**src/rtl/phase_generator_mw.sv**
```systemverilog
// phase_generator_mw: fully pipelined, time-multiplexed operator phase/waveform generator.
// Four register stages: accumulate -> waveform decode / log-sine ROM -> attenuate / exp ROM -> output.
// Optional macro PG_OPL3_WS_EN enables OPL3 waveforms 4-7; when undefined ws[2] is ignored (OPL2).
// ROM contents: logsin[i] = round(-log2(sin((i+0.5)*pi/512))*256),
//               exp[i]    = round((2^(i/256)-1)*1024).
module phase_generator_mw #(
    parameter int NUM_OPS         = 18,
    parameter int OP_NUM_WIDTH    = 5,
    parameter int PHASE_ACC_WIDTH = 20,
    parameter int ENV_WIDTH       = 9,
    parameter int OP_OUT_WIDTH    = 13,
    parameter int MOD_SHIFT       = 10
) (
    input  logic                           clk,
    input  logic                           rst_n,
    input  logic                           in_valid,
    input  logic [OP_NUM_WIDTH-1:0]        in_op_num,
    input  logic [PHASE_ACC_WIDTH-1:0]     phase_inc,
    input  logic [2:0]                     ws,
    input  logic [ENV_WIDTH-1:0]           env,
    input  logic                           key_on_pulse,
    input  logic [OP_OUT_WIDTH-1:0]        modulation,
    output logic                           out_valid,
    output logic [OP_NUM_WIDTH-1:0]        out_op_num,
    output logic signed [OP_OUT_WIDTH-1:0] out
);
    localparam int  W  = PHASE_ACC_WIDTH;
    localparam real PI = 3.14159265358979323846;

    // Constant ROM tables, evaluated at elaboration time
    logic [11:0] logsin_rom [256];
    logic [9:0]  exp_rom    [256];

    genvar gi;
    generate
        for (gi = 0; gi < 256; gi++) begin : g_rom
            localparam int LS = $rtoi(-$ln($sin((gi + 0.5) * PI / 512.0)) / $ln(2.0) * 256.0 + 0.5);
            localparam int EX = $rtoi(($pow(2.0, gi / 256.0) - 1.0) * 1024.0 + 0.5);
            assign logsin_rom[gi] = 12'(LS);
            assign exp_rom[gi]    = 10'(EX);
        end
    endgenerate

    // ---------------- S0: phase accumulate ----------------
    logic [W-1:0]            ram_q [NUM_OPS];
    logic [W-1:0]            ram_d;
    logic                    ram_we;
    logic [W-1:0]            acc;
    logic [W-1:0]            mod_term;
    logic [W-1:0]            p;
    logic [9:0]              s0_t_d;
    logic [2:0]              ws_d;
    logic                    unused_p_lo;

    logic                    s0_valid_q;
    logic [OP_NUM_WIDTH-1:0] s0_op_q;
    logic [9:0]              s0_t_q;
    logic [2:0]              s0_ws_q;
    logic [ENV_WIDTH-1:0]    s0_env_q;

`ifdef PG_OPL3_WS_EN
    assign ws_d = ws;
`else
    logic unused_ws2;
    assign ws_d       = {1'b0, ws[1:0]};
    assign unused_ws2 = ws[2];
`endif

    // Read-modify-write of the operator accumulator; modulation only affects the sampled phase
    always_comb begin
        acc = '0;
        if (32'(in_op_num) < NUM_OPS) acc = ram_q[in_op_num];
        ram_we   = in_valid && (32'(in_op_num) < NUM_OPS);
        ram_d    = key_on_pulse ? '0 : acc + phase_inc;
        mod_term = W'(modulation) << MOD_SHIFT;
        p        = key_on_pulse ? '0 : acc + phase_inc + mod_term;
        s0_t_d   = p[W-1:W-10];
    end

    assign unused_p_lo = ^p[W-11:0];

    // Accumulator RAM: cleared on reset, written once per valid in-range slot
    always_ff @(posedge clk) begin
        if (!rst_n) begin
            for (int i = 0; i < NUM_OPS; i++) ram_q[i] <= '0;
        end else if (ram_we) begin
            ram_q[in_op_num] <= ram_d;
        end
    end

    // S0 pipeline register
    always_ff @(posedge clk) begin
        if (!rst_n) begin
            s0_valid_q <= 1'b0;
            s0_op_q    <= '0;
            s0_t_q     <= '0;
            s0_ws_q    <= '0;
            s0_env_q   <= '0;
        end else begin
            s0_valid_q <= in_valid;
            s0_op_q    <= in_op_num;
            s0_t_q     <= s0_t_d;
            s0_ws_q    <= ws_d;
            s0_env_q   <= env;
        end
    end

    // ---------------- S1: waveform decode + log-sine lookup ----------------
    logic                    ph_s, ph_q;
    logic [7:0]              th;
    logic [7:0]              idx_sine;
    logic [11:0]             s1_lt_d;
    logic                    s1_neg_d, s1_zero_d;
`ifdef PG_OPL3_WS_EN
    logic [7:0]              th2, idx_alt;
    logic [11:0]             saw;
`endif

    logic                    s1_valid_q;
    logic [OP_NUM_WIDTH-1:0] s1_op_q;
    logic [11:0]             s1_lt_q;
    logic                    s1_neg_q, s1_zero_q;
    logic [ENV_WIDTH-1:0]    s1_env_q;

    // Pick log term, sign and silence per waveform; a silenced sample is always positive zero
    always_comb begin
        ph_s      = s0_t_q[9];
        ph_q      = s0_t_q[8];
        th        = s0_t_q[7:0];
        idx_sine  = ph_q ? ~th : th;
        s1_lt_d   = logsin_rom[idx_sine];
        s1_neg_d  = ph_s;
        s1_zero_d = 1'b0;
`ifdef PG_OPL3_WS_EN
        th2       = {th[6:0], 1'b0};
        idx_alt   = th[7] ? ~th2 : th2;
        saw       = {(ph_s ? ~s0_t_q[8:0] : s0_t_q[8:0]), 3'b000};
`endif
        case (s0_ws_q)
            3'd1: s1_zero_d = ph_s;
            3'd2: s1_neg_d  = 1'b0;
            3'd3: begin
                s1_neg_d  = 1'b0;
                s1_zero_d = ph_q;
            end
`ifdef PG_OPL3_WS_EN
            3'd4: begin
                s1_zero_d = ph_s;
                s1_neg_d  = ph_q;
                s1_lt_d   = logsin_rom[idx_alt];
            end
            3'd5: begin
                s1_zero_d = ph_s;
                s1_neg_d  = 1'b0;
                s1_lt_d   = logsin_rom[idx_alt];
            end
            3'd6: s1_lt_d = '0;
            3'd7: s1_lt_d = saw;
`endif
            default: ;
        endcase
        if (s1_zero_d) s1_neg_d = 1'b0;
    end

    // S1 pipeline register (holds the registered ROM output)
    always_ff @(posedge clk) begin
        if (!rst_n) begin
            s1_valid_q <= 1'b0;
            s1_op_q    <= '0;
            s1_lt_q    <= '0;
            s1_neg_q   <= 1'b0;
            s1_zero_q  <= 1'b0;
            s1_env_q   <= '0;
        end else begin
            s1_valid_q <= s0_valid_q;
            s1_op_q    <= s0_op_q;
            s1_lt_q    <= s1_lt_d;
            s1_neg_q   <= s1_neg_d;
            s1_zero_q  <= s1_zero_d;
            s1_env_q   <= s0_env_q;
        end
    end

    // ---------------- S2: attenuate + exp lookup ----------------
    logic [31:0]             a_sum;
    logic [12:0]             a_d;

    logic                    s2_valid_q;
    logic [OP_NUM_WIDTH-1:0] s2_op_q;
    logic [9:0]              s2_exp_q;
    logic [4:0]              s2_sh_q;
    logic                    s2_neg_q, s2_zero_q;

    // Total attenuation in log domain, saturated to 13 bits
    always_comb begin
        a_sum = 32'(s1_lt_q) + (32'(s1_env_q) << 3);
        a_d   = (a_sum > 32'h1FFF) ? 13'h1FFF : a_sum[12:0];
    end

    // S2 pipeline register (exp ROM read is registered here)
    always_ff @(posedge clk) begin
        if (!rst_n) begin
            s2_valid_q <= 1'b0;
            s2_op_q    <= '0;
            s2_exp_q   <= '0;
            s2_sh_q    <= '0;
            s2_neg_q   <= 1'b0;
            s2_zero_q  <= 1'b0;
        end else begin
            s2_valid_q <= s1_valid_q;
            s2_op_q    <= s1_op_q;
            s2_exp_q   <= exp_rom[~a_d[7:0]];
            s2_sh_q    <= a_d[12:8];
            s2_neg_q   <= s1_neg_q;
            s2_zero_q  <= s1_zero_q;
        end
    end

    // ---------------- S3: linear magnitude + sign ----------------
    logic [11:0]             mag;
    logic [OP_OUT_WIDTH-1:0] out_d;

    logic                    out_valid_q;
    logic [OP_NUM_WIDTH-1:0] out_op_num_q;
    logic [OP_OUT_WIDTH-1:0] out_q;

    // Mantissa shifted by the integer attenuation; one's-complement for negative half
    always_comb begin
        mag = '0;
        if (!s2_zero_q && (s2_sh_q < 5'd13)) mag = {1'b1, s2_exp_q, 1'b0} >> s2_sh_q;
        out_d = s2_neg_q ? ~(OP_OUT_WIDTH'(mag)) : OP_OUT_WIDTH'(mag);
    end

    // Output register: sample and tag update only on valid slots, otherwise hold
    always_ff @(posedge clk) begin
        if (!rst_n) begin
            out_valid_q  <= 1'b0;
            out_op_num_q <= '0;
            out_q        <= '0;
        end else begin
            out_valid_q <= s2_valid_q;
            if (s2_valid_q) begin
                out_op_num_q <= s2_op_q;
                out_q        <= out_d;
            end
        end
    end

    assign out_valid  = out_valid_q;
    assign out_op_num = out_op_num_q;
    assign out        = out_q;

endmodule
```
**config.mk**
```make
export PLATFORM = sky130hd
export DESIGN_NAME = phase_generator_mw
export DESIGN_NICKNAME = d
export VERILOG_FILES = /design/src/rtl/phase_generator_mw.sv
export SDC_FILE = /design/constraint.sdc
export NUM_CORES = 1
export LEC_CHECK = 0
export BUFFER_PORTS_ARGS = -buffer_cell sky130_fd_sc_hd__buf_2
export CORE_MARGIN = 1.5
export CORE_UTILIZATION = 60
export DETAILED_ROUTE_END_ITERATION = 7
export HOLD_SLACK_MARGIN = 0.03
export PLACE_DENSITY = 0.77
export SLEW_MARGIN = 20
export SYNTH_ARGS = -nofsm -noshare
export SYNTH_HDL_FRONTEND = slang
export SYNTH_SLANG_ARGS = --single-unit
```
**constraint.sdc**
```tcl
create_clock -name clk -period 15.4 [get_ports clk]
set_clock_uncertainty 0.1 [all_clocks]
set_input_delay 0.77 -clock clk [delete_from_list [all_inputs] [get_ports clk]]
set_output_delay 0.77 -clock clk [all_outputs]
set_load 0.02 [all_outputs]
```
Word-level counts from Yosys, hierarchy flattened
Memory sizes are Yosys's and may differ from the RTL's. A register that Yosys moved wholly into a read port is not among the register bits.
Cells that the tools add are included.

storage, ports and cells
  register bits = 77
  bits in writable memories = 360
  ROM bits = 5632
  bits of input ports = 54
  output and inout port bits = 19
  memories = 3

memories
  memory            words  bits a word  rd ports  clocked after memory_dff  write ports  line  text
  (name not given)  256    12           1         1                         0            131   s1_lt_d = logsin_rom[idx_sine];
  (name not given)  256    10           1         1                         0            212   s2_exp_q <= exp_rom[~a_d[7:0]];
  ram_q             18     20           1         0                         18           45    logic [W-1:0] ram_q [NUM_OPS];

operators by class
  add/sub/neg operators = 3
  order comparisons = 3
  equal/unequal tests = 3
  shift-type cells = 1
  multiplexer cells = 14
  bitwise gates (word level) = 6
  reductions and logical operators = 8

operators by type and width
  kind                    number
  $mux W20                3
  $add A20 B20 Y20        2
  $mux W13                2
  $reduce_or A20 Y1       1
  $not A8 Y9              2
  $not A8 Y8              2
  $add A12 B12 Y13        1
  $gt A13 B13 Y1 const B  1
  $not A12 Y13            1
  $mux W12                1
  $shr A12 B5 Y12         1
  $mux W8                 1
  $eq A3 B2 Y1 const B    2
  $lt A5 B4 Y1 const B    1
  $lt A5 B5 Y1 const B    1
  $mux W1                 5
  $mux W5                 1
  $reduce_or A4 Y1        1
  $eq A3 B1 Y1 const B    1
  $logic_not A1 Y1        3
  $logic_and A1 B1 Y1     2
  $pmux W1 S2             1
  $reduce_or A2 Y1        1
  $not A1 Y1              1

Depth between registers and ports, before layout
  word-level depth = 7
  mapped depth = 27
  depth with buffers taken out = 23

Worst setup path after synthesis
No wires, ideal clock.

  kind = input -> register
  start point = in in_op_num[1]
  end point = reg s0_t_q[9]
  library setup time = 0.128 ns
  arrival = 5.953 ns
  data required time = 15.172 ns
  slack = 9.219 ns
  cell stages on the path = 26
  cells stage by stage = buf_2 buf_2 buf_2 clkbuf_1 mux4_2 o22ai_1 nor2_1 a21oi_1 nor2_1 ha_1 fa_1 a21o_1 a21o_1 a221oi_2 o21ai_2 a31oi_2 xor2_2 buf_4 inv_1 ha_1 a21o_1 a2111oi_0 o21bai_1 mux2i_1 a21o_1 mux2i_1

between the ends
  cells in the longest elaborated chain, start to end = 4

ends and longest elaborated chain
  element                                          line  text
  start, declared                                  17    input logic [OP_NUM_WIDTH-1:0] in_op_num,
  $mem_v2 Z18 W20 or $lt A5 B5 Y1 (tied branches)  --
  $mux W20 *                                       72    if (32'(in_op_num) < NUM_OPS) acc = ram_q[in_op_num];
  $add A20 B20 Y20 * (2 in series)                 76    p = key_on_pulse ? '0 : acc + phase_inc + mod_term;
  end signal, assigned                             102   s0_t_q <= s0_t_d;
  end, declared                                    57    logic [9:0] s0_t_q;

Every way passes the cells marked *; elsewhere a longest branch is shown, timed or not.
A chain may end at the register's enable or synchronous reset.

Worst setup path in the final report
  start point = in in_op_num[0]
  end point = reg s0_t_q[9]

Same word-level chain as after synthesis.

==> impl_metrics.env <==
export IMPL_criticalPathCategory="input pin to flop"
export IMPL_rows=77
export IMPL_cts_tree="done"
export IMPL_register_area_um2=12800
export IMPL_dr_wl_met3_um=7020
export IMPL_wl_met2_um=36600
export IMPL_synth_flop_cell="edfxtp_1"
export IMPL_cts_resized=0
export IMPL_worstPathCellList="buf_6 > buf_4 > mux4_2 > mux2_2 > a21oi_1 > nor2_1 > ha_1 > a211oi_2 > o21bai_1 > a211oi_2 > o21ai_1 > a31oi_1 > xor2_2 > inv_1 > ha_1 > a21o_1 > a21o_1 > a2111oi_0 > o21bai_1 > mux2i_1 > a21o_1 > mux2i_1"
export IMPL_netlist_area_um2=26900
export IMPL_fmax_mhz=136
export IMPL_ys_ff_latch=458
export IMPL_ant_nets=0
export IMPL_finalNonFillerCells=3207
export IMPL_drive_gt1_share_pct=14.4
export IMPL_yosysMostFrequentCell="nor2_1"
export IMPL_ys_warn_count=0
export IMPL_syn_num_nets=2777
export IMPL_hold_buffers=0
export IMPL_clockBufferDepth=3
export IMPL_grt_pass1_wl_um=118000
export IMPL_syn_avg_cell_area_um2=10.1
export IMPL_p_leak_nw=10.4
export IMPL_viasPerCell=6.67
export IMPL_rsz0062_at_grt="no"
export IMPL_cp_arrival_ns=7.68
export IMPL_final_setup_tns_ns=0
export IMPL_slew_headroom_pct=25.2
export IMPL_vias=21400
export IMPL_grt_antenna_before_repair=4
export IMPL_dieHeight_um=215
export IMPL_cap_violations=0
export IMPL_finalCritPeriodShare_pct=47.6
export IMPL_postCtsSetupRepairBufs=0
export IMPL_slowest_delay_ns=0.73
export IMPL_initial_utilization_pct=60.8
export IMPL_dr_first_iter_drc_count=2973
export IMPL_grt_overflow=0
export IMPL_worst_pin_slew_ns=1.12
export IMPL_synth_cells=2663
export IMPL_worstSkewPairLatency_ns=0.62
export IMPL_place_inst=3120
export IMPL_finalHoldViolations=0
export IMPL_die_area_um2=46100
export IMPL_drc_errors=5
export IMPL_end_kind="flop"
export IMPL_place_hpwl_um=50100
export IMPL_grt_max_degree=87
export IMPL_yosysTopAreaCell="edfxtp_1"
export IMPL_crit_family="compound AO/OA/AOI/OAI gates"
export IMPL_netlist_area_leader_share_pct=40.2
export IMPL_synth_cell_types=94
export IMPL_synth_edf_count=360
export IMPL_clk_transition_reported_paths_ns=0.06
export IMPL_grtUsageTotal_pct=32.7
export IMPL_final_nets=2690
export IMPL_status="finished, violations left"
export IMPL_cp_common_cell="a21o_1"
export IMPL_ir_worst_vdd_v=0.000126
export IMPL_die_w_um=215
export IMPL_crit_slowest_cell="buf_4"
export IMPL_area_growth_syn_to_layout_pct=7.02
export IMPL_finalMaxSlewViolations=0
export IMPL_port_buffers=68
export IMPL_cts_buffers=46
export IMPL_wl_um=76000
export IMPL_synth_area_leaders="edfxtp_1 (40%), mux4_2 (7.5%), dfxtp_1 (7.3%)"
export IMPL_pin_count=73
export IMPL_holdCritPathClass="input pin to flop"
export IMPL_crit_buf_inv=3
export IMPL_grt_pass1_vias=20800
export IMPL_firstDrtPassIters=8
export IMPL_power_density_nw_per_um2=149
export IMPL_cts_root_buffer="clkbuf_16"
export IMPL_h_tree_depth=2
export IMPL_path_max_fanout=44
export IMPL_finalPower_mw=4.28
export IMPL_multi_input_area_um2=12900
export IMPL_violations="design-rule violations"
export IMPL_async_reset_ff_share_pct=0
export IMPL_synth_top_cells_by_count="nor2_1 (502), edfxtp_1 (360), a21oi_1 (188), nand2_1 (165), clkbuf_1 (142)"
export IMPL_wl_met1_um=28800
export IMPL_crit_required_ns=15.75
export IMPL_synth_seq_area_share_pct=47.5
export IMPL_fin_crit_ns=7.33
export IMPL_finalWeightedCongestion=1.02
export IMPL_core_um2=44200
export IMPL_cts_sinks=458
export IMPL_fill_cells=3399
export IMPL_post_drt_wl_per_cell_um=23.7
export IMPL_setup_viol=0
export IMPL_cp_start_kind="input pin"
export IMPL_top_layer="met4"
final timing paths:
| check | start | to | slack [ns] | cells past startpoint |
|---|---|---|---|---|
| worst max-delay path | in_op_num[0] | s0_t_q[9] | 8.07 | 22 |
| worst min-delay path | env[3] | s0_env_q[3] | 0.28 | 2 |
| worst max register to register | ram_q[4][1] | s0_t_q[9] | 9.19 | 20 |
| worst min register to register | s0_env_q[2] | s1_env_q[2] | 0.31 | 1 |
through the flow:
step	cell area [um2]	setup WS, ns	util, %	hold WS [ns]
3_5_place_dp	27300	7.54	61.7	0.318
4_1_cts	28800	8.07	65.0	0.264
3_3_place_gp	27300	7.67	61.7	0.314
6_report	28800	8.07	65.1	0.284
2_1_floorplan	26900	9.22	-	0.295
5_1_grt	28800	7.61	65.1	0.285
area by class of cell:
cell class / count / share of cell area [%]
Multi-Input combinational cell: 1901 / 44.7
Sequential cell: 458 / 44.4
Clock buffer: 56 / 4.20
Tap cell: 592 / 2.57
Timing Repair Buffer: 114 / 2.41
Clock inverter: 27 / 0.935
Inverter: 55 / 0.718
Antenna cell: 4 / 0.0348
cell usage in the layout (no fill, tap or decap), types with 12 or more instances in the layout:
cell type,Yosys,layout
nand2b_1,30,30
o211ai_1,42,42
a21o_1,19,19
buf_4,10,47
clkbuf_16,0,46
edfxtp_1,360,360
buf_2,72,66
inv_1,52,52
nand2_1,165,164
xnor2_1,22,20
nor2b_1,27,27
mux2_2,39,39
ha_1,57,56
mux2i_1,36,36
dfxtp_1,98,95
o22ai_1,40,40
a211oi_1,51,51
a221oi_1,16,16
mux4_2,90,90
o221ai_1,22,22
or3_1,12,12
or2_2,13,13
xor2_1,25,23
a311oi_1,23,23
a31oi_1,22,22
o21ai_0,111,111
o311ai_0,15,15
a22oi_1,12,12
and2_1,51,51
nand3_1,43,43
clkinv_2,0,12
nor2_1,502,502
nor3_1,65,64
a21oi_1,188,187
registers in the layout, summed over array words and instances (netlist names):
signal	cells
ram_q	360
out	13
s1_lt_q	12
s0_t_q	10
s2_exp_q	10
s0_env_q	9
s1_env_q	9
out_op_num	5
s0_op_q	5
s1_op_q	5
s2_op_q	5
s2_sh_q	5
s0_ws_q	2
out_valid	1
s0_valid_q	1
s1_neg_q	1
s1_valid_q	1
s1_zero_q	1
s2_neg_q	1
s2_valid_q	1
s2_zero_q	1
power breakdown:
group / switching (mW) / internal (mW)
Clock: 0.491 / 0.614
Combinational: 1.12 / 0.592
Sequential: 0.0531 / 1.41
Total: 1.67 / 2.61
cell families (layout without fill, tap and decap cells):
logic type,Yosys count,count (layout),share of synthesized area (%)
compound gates,658,658,16.3
other cells,0,4,0
simple gates,962,962,15.9
fa+ha+maj,60,60,2.88
buf+inv,304,252,4.86
flops,458,458,47.5
xor+xnor,55,55,2.06
mux,166,166,10.6
routing by layer:
| metal | GRT usage [%] | up-vias |
|---|---|---|
| met5 | 0 | - |
| met4 | 15.5 | 0 |
| met3 | 5.67 | 235 |
| met2 | 53.6 | 1249 |
| met1 | 42.5 | 10200 |
| li1 | - | 9664 |
(Power assumes the default switching activity.)
